$ cat src/rtl/bit_plotter_trigger_pkg.sv
// Shared definitions for the bit plotter trigger front-end: FSM state
// encoding, trigger mode codes and the trigger-match helper.
package bit_plotter_trigger_pkg;

    typedef enum logic [1:0] {
        IDLE      = 2'd0,
        ARMED     = 2'd1,
        CAPTURING = 2'd2,
        DONE      = 2'd3
    } state_t;

    localparam logic [1:0] MODE_IMM  = 2'b00;
    localparam logic [1:0] MODE_RISE = 2'b01;
    localparam logic [1:0] MODE_FALL = 2'b10;
    localparam logic [1:0] MODE_ANY  = 2'b11;

    // True when the synchronized probe edges satisfy the latched trigger mode.
    function automatic logic trigger_hit(input logic [1:0] m,
                                         input logic       rise,
                                         input logic       fall);
        logic hit;
        case (m)
            MODE_IMM:  hit = 1'b1;
            MODE_RISE: hit = rise;
            MODE_FALL: hit = fall;
            MODE_ANY:  hit = rise | fall;
            default:   hit = 1'b0;
        endcase
        return hit;
    endfunction

endpackage

$ cat src/rtl/bit_plotter_debouncer.sv
// Push-button conditioner: two-flop synchronizer, stability counter and a
// single-cycle press pulse on the debounced 0->1 transition.
module bit_plotter_debouncer
    import bit_plotter_trigger_pkg::*;
#(
    parameter int DEBOUNCE_BITS = 16
) (
    input  logic clk,
    input  logic reset,
    input  logic rawIn,
    output logic level,
    output logic pressEvent
);

    localparam logic [DEBOUNCE_BITS-1:0] CNT_ONE = {{(DEBOUNCE_BITS-1){1'b0}}, 1'b1};

    logic                     sync1;
    logic                     sync2;
    logic [DEBOUNCE_BITS-1:0] count;

    // Synchronize the button and accept a new level only after it has been
    // stable for the full counter range; a release produces no event.
    always_ff @(posedge clk) begin
        if (reset) begin
            sync1      <= 1'b0;
            sync2      <= 1'b0;
            level      <= 1'b0;
            count      <= '0;
            pressEvent <= 1'b0;
        end else begin
            sync1      <= rawIn;
            sync2      <= sync1;
            pressEvent <= 1'b0;
            if (sync2 == level) begin
                count <= '0;
            end else if (count == '1) begin
                level      <= sync2;
                count      <= '0;
                pressEvent <= sync2;
            end else begin
                count <= count + CNT_ONE;
            end
        end
    end

endmodule

$ cat src/rtl/bit_plotter_trigger.sv
// Bit plotter front-end: probe synchronizer, button debouncers and the
// arm/trigger FSM that drives the plotter's start/clear/bitIn.
module bit_plotter_trigger
    import bit_plotter_trigger_pkg::*;
#(
    parameter int DEBOUNCE_BITS = 16,
    parameter int CAPTURE_BITS  = 29
) (
    input  logic       clk,
    input  logic       reset,
    input  logic       probeIn,
    input  logic       armButton,
    input  logic       clearButton,
    input  logic [1:0] mode,
    input  logic       autoRearm,
    output logic       bitOut,
    output logic       start,
    output logic       clear,
    output logic       armed,
    output logic       capturing
);

    localparam logic [CAPTURE_BITS-1:0] CAP_ONE = {{(CAPTURE_BITS-1){1'b0}}, 1'b1};

    logic s1;
    logic s2;
    logic s3;
    logic rise;
    logic fall;

    logic armEvt;
    logic clearEvt;
    logic armLevel_unused;
    logic clearLevel_unused;

    state_t                  state;
    logic [1:0]              modeReg;
    logic [CAPTURE_BITS-1:0] capCount;

    // Probe synchronizer; the third stage only exists for edge detection.
    always_ff @(posedge clk) begin
        if (reset) begin
            s1 <= 1'b0;
            s2 <= 1'b0;
            s3 <= 1'b0;
        end else begin
            s1 <= probeIn;
            s2 <= s1;
            s3 <= s2;
        end
    end

    assign bitOut = s2;
    assign rise   = s2 & ~s3;
    assign fall   = ~s2 & s3;

    bit_plotter_debouncer #(
        .DEBOUNCE_BITS(DEBOUNCE_BITS)
    ) u_arm_db (
        .clk       (clk),
        .reset     (reset),
        .rawIn     (armButton),
        .level     (armLevel_unused),
        .pressEvent(armEvt)
    );

    bit_plotter_debouncer #(
        .DEBOUNCE_BITS(DEBOUNCE_BITS)
    ) u_clear_db (
        .clk       (clk),
        .reset     (reset),
        .rawIn     (clearButton),
        .level     (clearLevel_unused),
        .pressEvent(clearEvt)
    );

    // Arm/trigger FSM with capture counter; clear beats arm beats trigger
    // beats window end. The trigger is only looked at once the state is
    // already ARMED, so an edge in the arming cycle cannot fire it.
    always_ff @(posedge clk) begin
        if (reset) begin
            state     <= IDLE;
            modeReg   <= MODE_IMM;
            capCount  <= '0;
            start     <= 1'b0;
            clear     <= 1'b0;
            armed     <= 1'b0;
            capturing <= 1'b0;
        end else begin
            start <= 1'b0;
            clear <= 1'b0;
            if (clearEvt) begin
                clear     <= 1'b1;
                state     <= IDLE;
                armed     <= 1'b0;
                capturing <= 1'b0;
            end else begin
                case (state)
                    IDLE, DONE: begin
                        if (armEvt) begin
                            clear   <= 1'b1;
                            modeReg <= mode;
                            state   <= ARMED;
                            armed   <= 1'b1;
                        end
                    end
                    ARMED: begin
                        if (trigger_hit(modeReg, rise, fall)) begin
                            start     <= 1'b1;
                            capCount  <= '0;
                            state     <= CAPTURING;
                            armed     <= 1'b0;
                            capturing <= 1'b1;
                        end
                    end
                    CAPTURING: begin
                        if (capCount == '1) begin
                            capturing <= 1'b0;
                            if (autoRearm) begin
                                clear   <= 1'b1;
                                modeReg <= mode;
                                state   <= ARMED;
                                armed   <= 1'b1;
                            end else begin
                                state <= DONE;
                            end
                        end else begin
                            capCount <= capCount + CAP_ONE;
                        end
                    end
                    default: begin
                        state     <= IDLE;
                        armed     <= 1'b0;
                        capturing <= 1'b0;
                    end
                endcase
            end
        end
    end

endmodule
$ cat config.mk
export PLATFORM = sky130hd
export DESIGN_NAME = bit_plotter_trigger
export DESIGN_NICKNAME = d
export VERILOG_FILES = /design/src/rtl/bit_plotter_trigger_pkg.sv /design/src/rtl/bit_plotter_debouncer.sv /design/src/rtl/bit_plotter_trigger.sv
export SDC_FILE = /design/constraint.sdc
export NUM_CORES = 1
export LEC_CHECK = 0
export ABC_CLOCK_PERIOD_IN_PS = 2700
export BUFFER_PORTS_ARGS = -buffer_cell sky130_fd_sc_hd__buf_2
export CORE_ASPECT_RATIO = 2
export CORE_MARGIN = 3
export CORE_UTILIZATION = 35
export CTS_CLUSTER_DIAMETER = 80
export CTS_CLUSTER_SIZE = 8
export DETAILED_ROUTE_END_ITERATION = 10
export GPL_TIMING_DRIVEN = 0
export PLACE_DENSITY_LB_ADDON = 0.25
export SYNTH_ARGS = -nofsm -noshare
export SYNTH_HDL_FRONTEND = slang
export SYNTH_SLANG_ARGS = --single-unit
$ cat constraint.sdc
create_clock -name clk -period 2.7 [get_ports clk]
set_input_delay 0.27 -clock clk [delete_from_list [all_inputs] [get_ports clk]]
set_output_delay 0.27 -clock clk [all_outputs]
set_load 0.01 [all_outputs]
==> PnR_summary.wiki <==
{| class="wikitable"
! Metric !! Value
|-
| Crit. Startpoint || bitOut
|-
| Launch point of the worst hold path || probeIn
|-
| Placement row count || 54
|-
| Post-detailed-route via-to-cell ratio || 5.546
|-
| Fraction of layout instances using a drive strength above 1 || 12.42%
|-
| Area fraction in and, or, nand and nor cells after synthesis || about a third
|-
| DRC viols || 0
|-
| RSZ-0062 raised after global routing || false
|-
| Final worst slack || 0.1921 ns
|-
| Max VDD drop || 0.3194 mV
|-
| Pwr dens || 555.4 nW/um2
|-
| Total power consumption of the routed design || 2.484 mW
|-
| Number of hold violations in the final report || 0
|-
| Slowest-stage cell, CP || or3_4
|-
| Leakage power figure || 1.487 nW
|-
| Antenna diode count || 0
|-
| Post-route cell area || 4473 um2
|-
| Antenna violations before repair || 0
|-
| Number of max-slew violations in the final report || 0
|-
| Wire length of the first global-routing pass || 16190 um
|-
| Number of detailed-route iterations in the first pass || 4
|-
| Main combinational cell family by area after synthesis || simple AND/OR/NAND/NOR gates
|-
| DR vias || 3411
|-
| Share of synthesized area spent on multiplexers || 2.576%
|-
| Most common cell after layout, fill and taps aside || dfxtp_1
|-
| Main synth FF type || dfxtp_1
|-
| Xor/xnor cell area share of the yosys netlist || under 10%
|-
| Clock-pin slew on the worst setup and hold paths || 0.06 ns
|-
| Final critical-path share of the clock period || between 90 and 100%
|-
| Number of flip-flops and latches in the synthesized netlist || 80
|-
| Net count of the mapped netlist || 465
|-
| Die Y-Extent || around 160 um
|-
| Synth Area in Compound Gates || a little under an eighth
|-
| Result of the run || completed
|-
| Type of the worst setup path || flip-flop to flip-flop
|-
| Post-detailed-placement cell area || 4164 um2
|-
| CTS tree || built
|-
| Wirelength per Cell || ~16 um
|-
| EDFF count, synth || 0
|-
| Worst r2r src || bitOut
|-
| Headroom to the max-slew limit || 38.20%
|-
| Net count reported at finish || 487
|-
| Floorplan Core Area || 10950 um2
|-
| Avg Inst Size Synth || slightly below 9 um2
|-
| Wirelength, routed || between 10000 and 15000 um
|-
| Share of synthesized cell area in full adder, half adder and majority cells || 2.545%
|-
| DRT iter0 DRCs || 149
|-
| Starting density of the core || 35.94%
|-
| WP data arrival || 2.73 ns
|-
| Count of yosys warnings during synthesis || 0
|-
| Seq/Total Area, Yosys || 40.71%
|-
| Number of sinks on the clock net || 80
|-
| Endpoint required time on the critical path || 2.92 ns
|-
| Horizontal extent of the die || 80.97 um
|-
| Root buffer selected by CTS || clkbuf_16
|-
| Netlist cell types || 58
|-
| Count of maximum capacitance violations || 0
|-
| Critical Path, Cell by Cell || inv_1 > ha_1 > nand2b_1 > and4_1 > or3_4 > buf_6 > clkbuf_1 > a211oi_1 > o32ai_1
|-
| Largest driver fanout on the critical path || 10
|-
| Final Hold Slack || 0.1391 ns
|-
| Worst clock skew on the final layout || 0.006342 ns
|-
| Growth of design area from synthesis to finish || 13.71%
|-
| Placer Congestion || 0.9476
|-
| Worst slack at placement || -0.01202 ns
|-
| Pin count of the biggest net entering global routing || 15
|-
| Buffers added on ports || 11
|-
| Half-perimeter wire length after placement || 7486 um
|-
| Worst-Margin Slew || 0.9228 ns
|-
| Antenna-violating nets left || 0
|-
| Final setup violating endpoints || 0
|-
| GRT Overall Usage || 16.72%
|-
| Post-Syn Area || 3934 um2
|-
| Critical Path Start Type || flip-flop
|-
| Clock insertion delay at the later pin of the skew report || roughly 0.34 ns
|-
| H-tree lvl count || 3
|-
| Layout Utilization || 40.87%
|-
| Critical path endpoint category || flip-flop
|-
| Total I/O pin count || 13
|-
| Number of CTS-inserted buffers || 9
|-
| Minimum clock period || 2.508 ns
|-
| Total gr overflow || 0
|-
| CTS max path bufs || 2
|-
| Number of global-route vias before repair || ~3400
|-
| Path type of the worst min-delay path || primary input to flip-flop
|-
| DIE AREA || 12620 um2
|-
| Cells after Synth || 449
|-
| Top library cells by usage in the layout, fill and taps aside || dfxtp_1, nor2_1, nand2_1, nand3_1, xor2_1
|-
| Fraction of registers with async set or reset after synthesis || 0%
|-
| Worst path max stage delay || 0.44 ns
|-
| Top achievable clock speed || 0.3987 GHz
|}
logic make-up after synthesis:
kind of cell / count (synthesis)
simple gates: 227
flops: 80
compound gates: 63
buf+inv: 31
xor+xnor: 30
mux: 10
fa+ha+maj: 8
path summary, 6_finish.rpt:
check,endpoint,slack (ns),cells after the start
min reg2reg,bitOut,0.44,1
max reg2reg,capCount[5],0.19,9
min,s1,0.14,2
max,capCount[5],0.19,9
state kept, by name (all words and copies together), names as in the netlist, 2 cells and up:
register / cells
modeReg: 2
state: 2
capCount: 29
u_arm_db.count: 16
u_clear_db.count: 16
worst max-delay path, delay by kind of cell, from the launching register on:
kind                     cells  cell delay [ns]
buffers and inverters        3             0.50
flip-flops                   1             0.37
AO/OA/AOI/OAI                2             0.40
adder cells (fa/ha/maj)      1             0.28
AND/OR/NAND/NOR              3             0.82
Yosys cell counts, drive strengths merged (8+ instances only):
master  count  area (um2)
nor2b       8       50.05
ha          8       100.1
and4        9       83.83
nand4      15       123.9
nor2       58       217.7
and3        8       50.05
buf        11       87.58
xnor2      14       122.6
nand3      26       135.1
or3         8       60.06
xor2       16       140.1
nand2      48       182.7
a211oi     10       75.07
a21oi      12       60.06
inv        14       55.06
dfxtp      80        1602
nor3       17       95.09
nor4        8       83.83
mux2i       9       90.09
per-stage QoR:
step           TNS (ns)  std cells
2_1_floorplan         0        449
3_3_place_gp          0        600
3_5_place_dp   -0.01202        600
4_1_cts               0        615
5_1_grt               0        615
6_report              0        615
final cells by class:
| cell class | count | area (um2) |
|---|---|---|
| well taps | 140 | 175.2 |
| clock inverters | 5 | 63.81 |
| flip-flops and latches | 80 | 1602 |
| repair buffers | 11 | 55.05 |
| multi-input cells | 338 | 2173 |
| plain buffers | 17 | 110.1 |
| fillers | 1110 | 6472 |
| clock buffers | 10 | 239.0 |
| inverters | 14 | 55.05 |
per-layer routing:
metal	track usage (%)	vias to the layer above	part of all wire (%)
met5	0	-	0
met4	12.25	0	4.7
met3	3.006	34	3.1
met2	30.84	89	56
met1	15.74	1630	36
li1	-	1658	-
repair_timing:
item / in CTS / in global routing
buffers inserted: 0 / 0
hold buffers: 0 / 0
endpoints found under the setup margin: 1 / 0
resized for setup: 1 / 0
where the power goes:
group	switching, mW	internal [mW]
Sequential	0.00295	1.19
Clock	0.506	0.744
Combinational	0.0318	0.0142
Total	0.541	1.94
Note: power is estimated with default switching activity, not from simulation.
